File: src/rtl/gb_cpu_common_pkg.sv
// Shared CPU types and opcode constants used by the fetch unit and decoder.
package gb_cpu_common_pkg;

    typedef enum logic [2:0] {
        ST_IDLE     = 3'd0,
        ST_FETCH    = 3'd1,
        ST_FETCH_CB = 3'd2,
        ST_VALID    = 3'd3,
        ST_HALT     = 3'd4
    } fetch_state_t;

    localparam logic [7:0] CB_PREFIX_OPC = 8'hCB;
    localparam logic [7:0] ISR_NOP_OPC   = 8'h00;

endpackage

File: src/rtl/gb_cpu_fetch.sv
// Instruction fetch FSM: reads opcode bytes (with optional 0xCB prefix),
// injects interrupt dispatch slots and implements HALT wake-up.
module gb_cpu_fetch
    import gb_cpu_common_pkg::*;
(
    input  logic        clk,
    input  logic        rst_n,
    input  logic        fetch_req,
    input  logic        halt_req,
    input  logic [15:0] pc,
    input  logic        ime,
    input  logic        int_pending,
    output logic        mem_rd,
    output logic [15:0] mem_addr,
    input  logic [7:0]  mem_rdata,
    input  logic        mem_ready,
    output logic        pc_inc,
    output logic [7:0]  opcode,
    output logic        cb_prefix,
    output logic        isr_cmd,
    output logic        instr_valid,
    input  logic        instr_ack,
    output logic        halted
);

    fetch_state_t r_state;
    logic [15:0]  r_fetch_addr;
    logic [7:0]   r_opcode;
    logic         r_cb_prefix;
    logic         r_isr_cmd;
    logic         r_pc_inc_d;
    logic [15:0]  w_cb_addr;
    logic         w_accept;

    assign w_cb_addr = r_fetch_addr + 16'd1;

    // A back-to-back ready on the prefix byte is held off one cycle so the
    // register file never sees two adjacent increments.
    assign w_accept = mem_ready &&
                      ((r_state == ST_FETCH) ||
                       ((r_state == ST_FETCH_CB) && !r_pc_inc_d));

    always_comb begin
        mem_rd   = 1'b0;
        mem_addr = 16'h0000;
        case (r_state)
            ST_FETCH: begin
                mem_rd   = 1'b1;
                mem_addr = r_fetch_addr;
            end
            ST_FETCH_CB: begin
                mem_rd   = 1'b1;
                mem_addr = w_cb_addr;
            end
            default: ;
        endcase
    end

    assign pc_inc      = w_accept;
    assign opcode      = r_opcode;
    assign cb_prefix   = r_cb_prefix;
    assign isr_cmd     = r_isr_cmd;
    assign instr_valid = (r_state == ST_VALID);
    assign halted      = (r_state == ST_HALT);

    always_ff @(posedge clk or negedge rst_n) begin
        if (!rst_n) begin
            r_state      <= ST_IDLE;
            r_fetch_addr <= 16'h0000;
            r_opcode     <= 8'h00;
            r_cb_prefix  <= 1'b0;
            r_isr_cmd    <= 1'b0;
            r_pc_inc_d   <= 1'b0;
        end else begin
            r_pc_inc_d <= w_accept;
            case (r_state)
                ST_IDLE: begin
                    if (halt_req) begin
                        r_state <= ST_HALT;
                    end else if (fetch_req) begin
                        if (ime && int_pending) begin
                            r_state     <= ST_VALID;
                            r_opcode    <= ISR_NOP_OPC;
                            r_cb_prefix <= 1'b0;
                            r_isr_cmd   <= 1'b1;
                        end else begin
                            r_state      <= ST_FETCH;
                            r_fetch_addr <= pc;
                        end
                    end
                end
                ST_FETCH: begin
                    if (w_accept) begin
                        r_isr_cmd <= 1'b0;
                        if (mem_rdata == CB_PREFIX_OPC) begin
                            r_state     <= ST_FETCH_CB;
                            r_cb_prefix <= 1'b1;
                        end else begin
                            r_state     <= ST_VALID;
                            r_opcode    <= mem_rdata;
                            r_cb_prefix <= 1'b0;
                        end
                    end
                end
                ST_FETCH_CB: begin
                    // Second byte is always an opcode, even if it is 0xCB again.
                    if (w_accept) begin
                        r_state  <= ST_VALID;
                        r_opcode <= mem_rdata;
                    end
                end
                ST_VALID: begin
                    if (instr_ack) r_state <= ST_IDLE;
                end
                ST_HALT: begin
                    if (int_pending) begin
                        if (ime) begin
                            r_state     <= ST_VALID;
                            r_opcode    <= ISR_NOP_OPC;
                            r_cb_prefix <= 1'b0;
                            r_isr_cmd   <= 1'b1;
                        end else begin
                            r_state      <= ST_FETCH;
                            r_fetch_addr <= pc;
                        end
                    end
                end
                default: r_state <= ST_IDLE;
            endcase
        end
    end

endmodule

File: config.mk
export PLATFORM = sky130hd
export DESIGN_NAME = gb_cpu_fetch
export DESIGN_NICKNAME = d
export VERILOG_FILES = /design/src/rtl/gb_cpu_common_pkg.sv /design/src/rtl/gb_cpu_fetch.sv
export SDC_FILE = /design/constraint.sdc
export NUM_CORES = 1
export LEC_CHECK = 0
export ABC_AREA = 1
export CAP_MARGIN = 20
export CORE_MARGIN = 5
export CORE_UTILIZATION = 30
export DETAILED_ROUTE_END_ITERATION = 12
export GPL_ROUTABILITY_DRIVEN = 0
export PLACE_DENSITY = 0.54
export SYNTH_ARGS = -nofsm -noshare
export SYNTH_HDL_FRONTEND = slang
export SYNTH_SLANG_ARGS = --single-unit
File: constraint.sdc
create_clock -name clk -period 3 [get_ports clk]
set_clock_uncertainty 0.05 [all_clocks]
set_input_delay 0.6 -clock clk [delete_from_list [all_inputs] [get_ports clk]]
set_output_delay 0.6 -clock clk [all_outputs]
set_load 0.05 [all_outputs]
; Word-level counts from Yosys, hierarchy flattened
; Cells that the tools add are included.
[classes]
shift = 0
magnitude_cmp = 0
div = 0
reduce_logical = 14
n_mul = 0
n_bitwise = 0
addsub = 1
n_mux = 42
eq_ne = 17
[ops]
columns = op, n
row1 = $mux W16, 5
row2 = $mux W8, 8
row3 = $pmux W16 S2, 2
row4 = $pmux W8 S4, 1
row5 = $ne A2 B2 Y1 const B, 10
row6 = $mux W3, 6
row7 = $add A16 B1 Y16 const B, 1
row8 = $mux W1, 15
row9 = $pmux W3 S5, 1
row10 = $reduce_and A9 Y1, 1
row11 = $eq A8 B8 Y1 const B, 1
row12 = $reduce_and A7 Y1, 1
row13 = $eq A3 B2 Y1 const B, 2
row14 = $pmux W1 S3, 2
row15 = $reduce_and A6 Y1, 1
row16 = $reduce_and A5 Y1, 1
row17 = $mux W2, 2
row18 = $reduce_bool A4 Y1, 1
row19 = $eq A3 B1 Y1 const B, 1
row20 = $eq A3 B3 Y1 const B, 1
row21 = $logic_and A1 B1 Y1, 3
row22 = $logic_not A3 Y1, 1
row23 = $ne A3 B3 Y1 const B, 1
row24 = $reduce_bool A3 Y1, 1
row25 = 5 further kinds, 5
[word_totals]
elab_cells = 80
register_bits = 30
ramBits = 0
latch_bits = 0
mem_bits_ro = 0
mem_count = 0

; Depth between registers and ports, before layout
[logic_depth]
depth_word = 6
ltp_mapped = 10

; Worst setup path before layout
; Ideal clock, no wire load.
[synth_path]
kind = register to output
startpoint = register r_state[2]
endpoint = output mem_addr[10]
setup_slack_ns = 0.153
stages_incl_launch_ff = 8
required_time_ns = 2.350
n_path_buf = 2
arrival_time_ns = 2.197
path_cell_list = dfrtp_1 > inv_4 > nand3_2 > buf_6 > inv_2 > buf_4 > nand2_1 > a21boi_0
[synth_via]
elab_chain_len = 2
elab_cells_between_ends = 3
classes_between = eq/ne (2) / mux (1)
[synth_lines]
columns = element, line_no
row1 = from (decl), gb_cpu_fetch.sv:26  ; fetch_state_t r_state;
row2 = from (signal assigned), gb_cpu_fetch.sv:68  ; r_state <= ST_IDLE;
row3 = from (signal assigned), gb_cpu_fetch.sv:79  ; r_state <= ST_HALT;
row4 = from (signal assigned), gb_cpu_fetch.sv:82  ; r_state <= ST_VALID;
row5 = $eq A3 B2 Y1 or $eq A3 B1 Y1 (tied branches), gb_cpu_fetch.sv:46  ; case (r_state)
row6 = $pmux W16 S2 *, gb_cpu_fetch.sv:46
row7 = to (decl), gb_cpu_fetch.sv:14  ; output logic [15:0] mem_addr,
; Every way passes the cells marked *; elsewhere a longest branch is shown, timed or not.

; Final worst setup path
[layout_path]
startpoint = register r_state[2]
endpoint = output mem_rd
[layout_via]
elab_chain_len = 3
elab_cells_between_ends = 4
classes_between = eq/ne (2) / mux (1) / reduce/logical (1)
[layout_lines]
columns = element, line_no
row1 = $eq A3 B1 Y1 or $eq A3 B2 Y1 (tied branches), gb_cpu_fetch.sv:46
row2 = $reduce_or A2 Y1 (no line) *, -
row3 = $mux W1 *, gb_cpu_fetch.sv:46
row4 = to (decl), gb_cpu_fetch.sv:13  ; output logic mem_rd,
; Marks and branches as above.

==> flow_summary.ini <==
[global_route]
grt_antenna_before_repair = 0
maximum_number_of_pins_on_one_net_before_global_route_repair = 31
track_usage_pct = 14.2
first_global_vias = 2021
grt.overflow.total = 0
grt_first_pass_wirelength_um = 9880

[cts]
numCtsBuffers = 5
worst_skew_late_latency_ns = 0.28
clock_path_buffers = 2
post_cts_resize_count = 0
clkTransAtPathRegs_ns = 0.06
postCtsSetupBuffers = 0
clockRootBuffer = sky130_fd_sc_hd__clkbuf_8
tritoncts_clock_tree = done
postCtsHoldBufs = 0
cts_max_level = 2
count_of_clock_tree_sinks = 30

[power]
power.share.sequential_pct = 20.8
power.static_leakage_nw = 1.40
vdd_ir_drop_max_mv = 0.458
power_per_cell_area_nw_per_um2 = 1280
internal_power_mw = 1.52
power.share.combinational_pct = 69.7
switching_share_pct = 58.3
clkPwrFrac_pct = 9.5
switchingPower_mw = 2.13

[timing]
final_min_period_over_clock_period_pct = 89.3
slew_headroom_pct = 66.1
rsz0062_at_grt = no
final_max_slew_viol_count = 0
worst_pin_slew_ns = 0.507
maxClockFrequency_ghz = 0.373
timing.setup.tns_ns = 0
timing.final.crit_period_ns = 2.68
hold_viol_final = 0
setup_viol = 0

[run]
max_cap_viol = 0

[floorplanning]
die_width_um = 93.5
core.rowCount = 30
die_area_um2 = 8730
die-height_um = 93.5
ioPinCount = 62
core_box_area_um2 = 6790
starting_utilization_of_the_core_area_pct = 30.8

[layout]
n_antenna_cell = 0
layout-drive-gt1-share_pct = 17.4
flow.area_growth_from_synthesis_pct = 35.8
num-nets-final = 395
postLayoutCellArea_um2 = 2840

[synthesis]
synthCells = 297
synthesis.nets = 330
netlist-cell-type-count = 33
fraction_of_registers_with_async_set_or_reset_after_synthesis_pct = 100
synth_top_flop_cell = sky130_fd_sc_hd__dfrtp_1
yosysWarningCount = 0
yosys_register_bits = 30
synthesis.area_um2 = 2090
synth-seq-area-share_pct = 35.9
synth.avg_cell_area_um2 = 7.04
number_of_enable_type_register_cells_in_the_synthesized_netlist = 0

[drt]
vias_per_cell = 4.58
post_drt_wl_per_cell_um = 12.8
ant_nets = 0
detail_route.wirelength_um = 5890
detailedRoute.firstPassIterationCount = 5
drt_iter0_markers = 88
route.vias.total = 2101
route.detailed.drc = 0

[placement]
port_buffers = 61
placement.cell_area_um2 = 2750
dpl.hpwl_um = 4490

[worst_setup_path]
crit_path_cell_trace = inv_4 > nand3_2 > nand2_1 > clkdlybuf4s50_1
required_ns = 2.35
critical_path_class = register to output port
slowest_stage = sky130_fd_sc_hd__clkdlybuf4s50_1
critical-path-max-stage-delay_ns = 0.82
cp_max_fo = 7
endpoint_arrival_time_on_the_critical_path_ns = 2.03
setup.worst_path.end_class = output port
critical_path.startpoint_type = register

[run_status]
run_status = complete, no violations

[hold_path]
hold_path_class = register to register
synthesized netlist by cell type, types with 2 or more instances:
cell	number	area, µm²
sky130_fd_sc_hd__nand4_1	7	43.8
sky130_fd_sc_hd__a21oi_2	11	96.3
sky130_fd_sc_hd__dfrtp_1	30	751
sky130_fd_sc_hd__buf_6	3	33.8
sky130_fd_sc_hd__o21ai_1	2	10.0
sky130_fd_sc_hd__inv_4	3	18.8
sky130_fd_sc_hd__nor3_1	4	20.0
sky130_fd_sc_hd__nand3_1	30	150
sky130_fd_sc_hd__nand3_2	4	40.0
sky130_fd_sc_hd__nand2_4	3	33.8
sky130_fd_sc_hd__o21ai_0	15	75.1
sky130_fd_sc_hd__inv_1	29	109
sky130_fd_sc_hd__nand2_2	2	12.5
sky130_fd_sc_hd__a21oi_1	6	30.0
sky130_fd_sc_hd__nor2_2	5	31.3
sky130_fd_sc_hd__inv_2	3	11.3
sky130_fd_sc_hd__nor2_1	39	146
sky130_fd_sc_hd__nand2_1	86	323
power by group through the flow:
| stage | Clock, mW | Combinational, mW | Sequential (mW) |
|---|---|---|---|
| after floorplan | 0 | 1.79 | 0.850 |
| after global placement | 0 | 2.55 | 0.762 |
| after detailed placement | 0 | 2.56 | 0.764 |
| after CTS | 0.364 | 2.57 | 0.759 |
| after global routing | 0.381 | 2.76 | 0.790 |
| final | 0.346 | 2.54 | 0.759 |
kinds of logic after synthesis:
family                   share of synthesized area (%)
AO/OA/AOI/OAI                                     13.3
XOR/XNOR                                         0.419
flip-flops                                        35.9
adder cells (fa/ha/maj)                          0.599
AND/OR/NAND/NOR                                   40.5
buffers and inverters                             9.28
flip-flops by register name, summed over array words and instances (netlist names):
signal,flops
r_state,3
opcode,8
isr_cmd,1
cb_prefix,1
r_pc_inc_d,1
r_fetch_addr,16
layout make-up:
type / count / area (µm²)
Fill cell: 728 / 3960
Clock inverter: 1 / 5.00
Multi-Input combinational cell: 226 / 1140
Timing Repair Buffer: 63 / 583
Clock buffer: 7 / 86.3
Inverter: 36 / 148
Tap cell: 96 / 120
Sequential cell: 30 / 751
critical path, delay by kind of cell (launching register included):
kind	cells	cell delay [ns]
simple gates	2	0.31
flops	1	0.48
buf+inv	2	0.96
worst paths after layout:
| path | from | endpoint | slack (ns) | depth (start not counted) |
|---|---|---|---|---|
| max in group asynchronous | rst_n | r_state[1]$_DFFE_PN0P_ | 1.94 | 2 |
| worst min-delay path | cb_prefix$_DFFE_PN0P_ | cb_prefix$_DFFE_PN0P_ | 0.42 | 2 |
| worst max-delay path | r_state[2]$_DFFE_PN0P_ | mem_rd | 0.32 | 4 |
| min in group asynchronous | rst_n | opcode[3]$_DFFE_PN0P_ | 0.66 | 2 |
| worst max register to register | r_state[2]$_DFFE_PN0P_ | opcode[4]$_DFFE_PN0P_ | 1.22 | 10 |
| worst min register to register | cb_prefix$_DFFE_PN0P_ | cb_prefix$_DFFE_PN0P_ | 0.42 | 2 |
through the flow:
step                util [%]  hold slack (ns)  power [mW]  worst slack, ns  std cells
floorplan                  -            0.254        2.64            0.153        297
global placement        40.4            0.406        3.31            0.641        451
detailed placement      40.4            0.413        3.32            0.618        451
CTS                     41.8            0.427        3.69            0.301        459
global route            41.8            0.455        3.93            0.235        459
finish                  41.8            0.421        3.65            0.322        459
routing by layer:
metal | GRT usage (%) | part of all wire (%)
met5 | 0 | 0
met1 | 19.4 | 48
met4 | 4.88 | 1.6
met3 | 3.38 | 5.7
met2 | 21.9 | 45
placed cells by master (no fill, tap or decap), types with 3 or more instances in the layout:
cell | Yosys | routed
sky130_fd_sc_hd__inv_1 | 29 | 29
sky130_fd_sc_hd__nand3_1 | 30 | 30
sky130_fd_sc_hd__a21oi_1 | 6 | 6
sky130_fd_sc_hd__nand2_1 | 86 | 86
sky130_fd_sc_hd__o21ai_0 | 15 | 15
sky130_fd_sc_hd__buf_4 | 1 | 19
sky130_fd_sc_hd__clkbuf_8 | 0 | 6
sky130_fd_sc_hd__nand2_4 | 3 | 3
sky130_fd_sc_hd__nor2_2 | 5 | 5
sky130_fd_sc_hd__dfrtp_1 | 30 | 30
sky130_fd_sc_hd__a21oi_2 | 11 | 11
sky130_fd_sc_hd__nor3_1 | 4 | 4
sky130_fd_sc_hd__inv_4 | 3 | 3
sky130_fd_sc_hd__nor2_1 | 39 | 39
sky130_fd_sc_hd__nand4_1 | 7 | 7
sky130_fd_sc_hd__clkdlybuf4s50_1 | 0 | 44
sky130_fd_sc_hd__nand3_2 | 4 | 4
sky130_fd_sc_hd__inv_2 | 3 | 3
(Power assumes the default switching activity.)
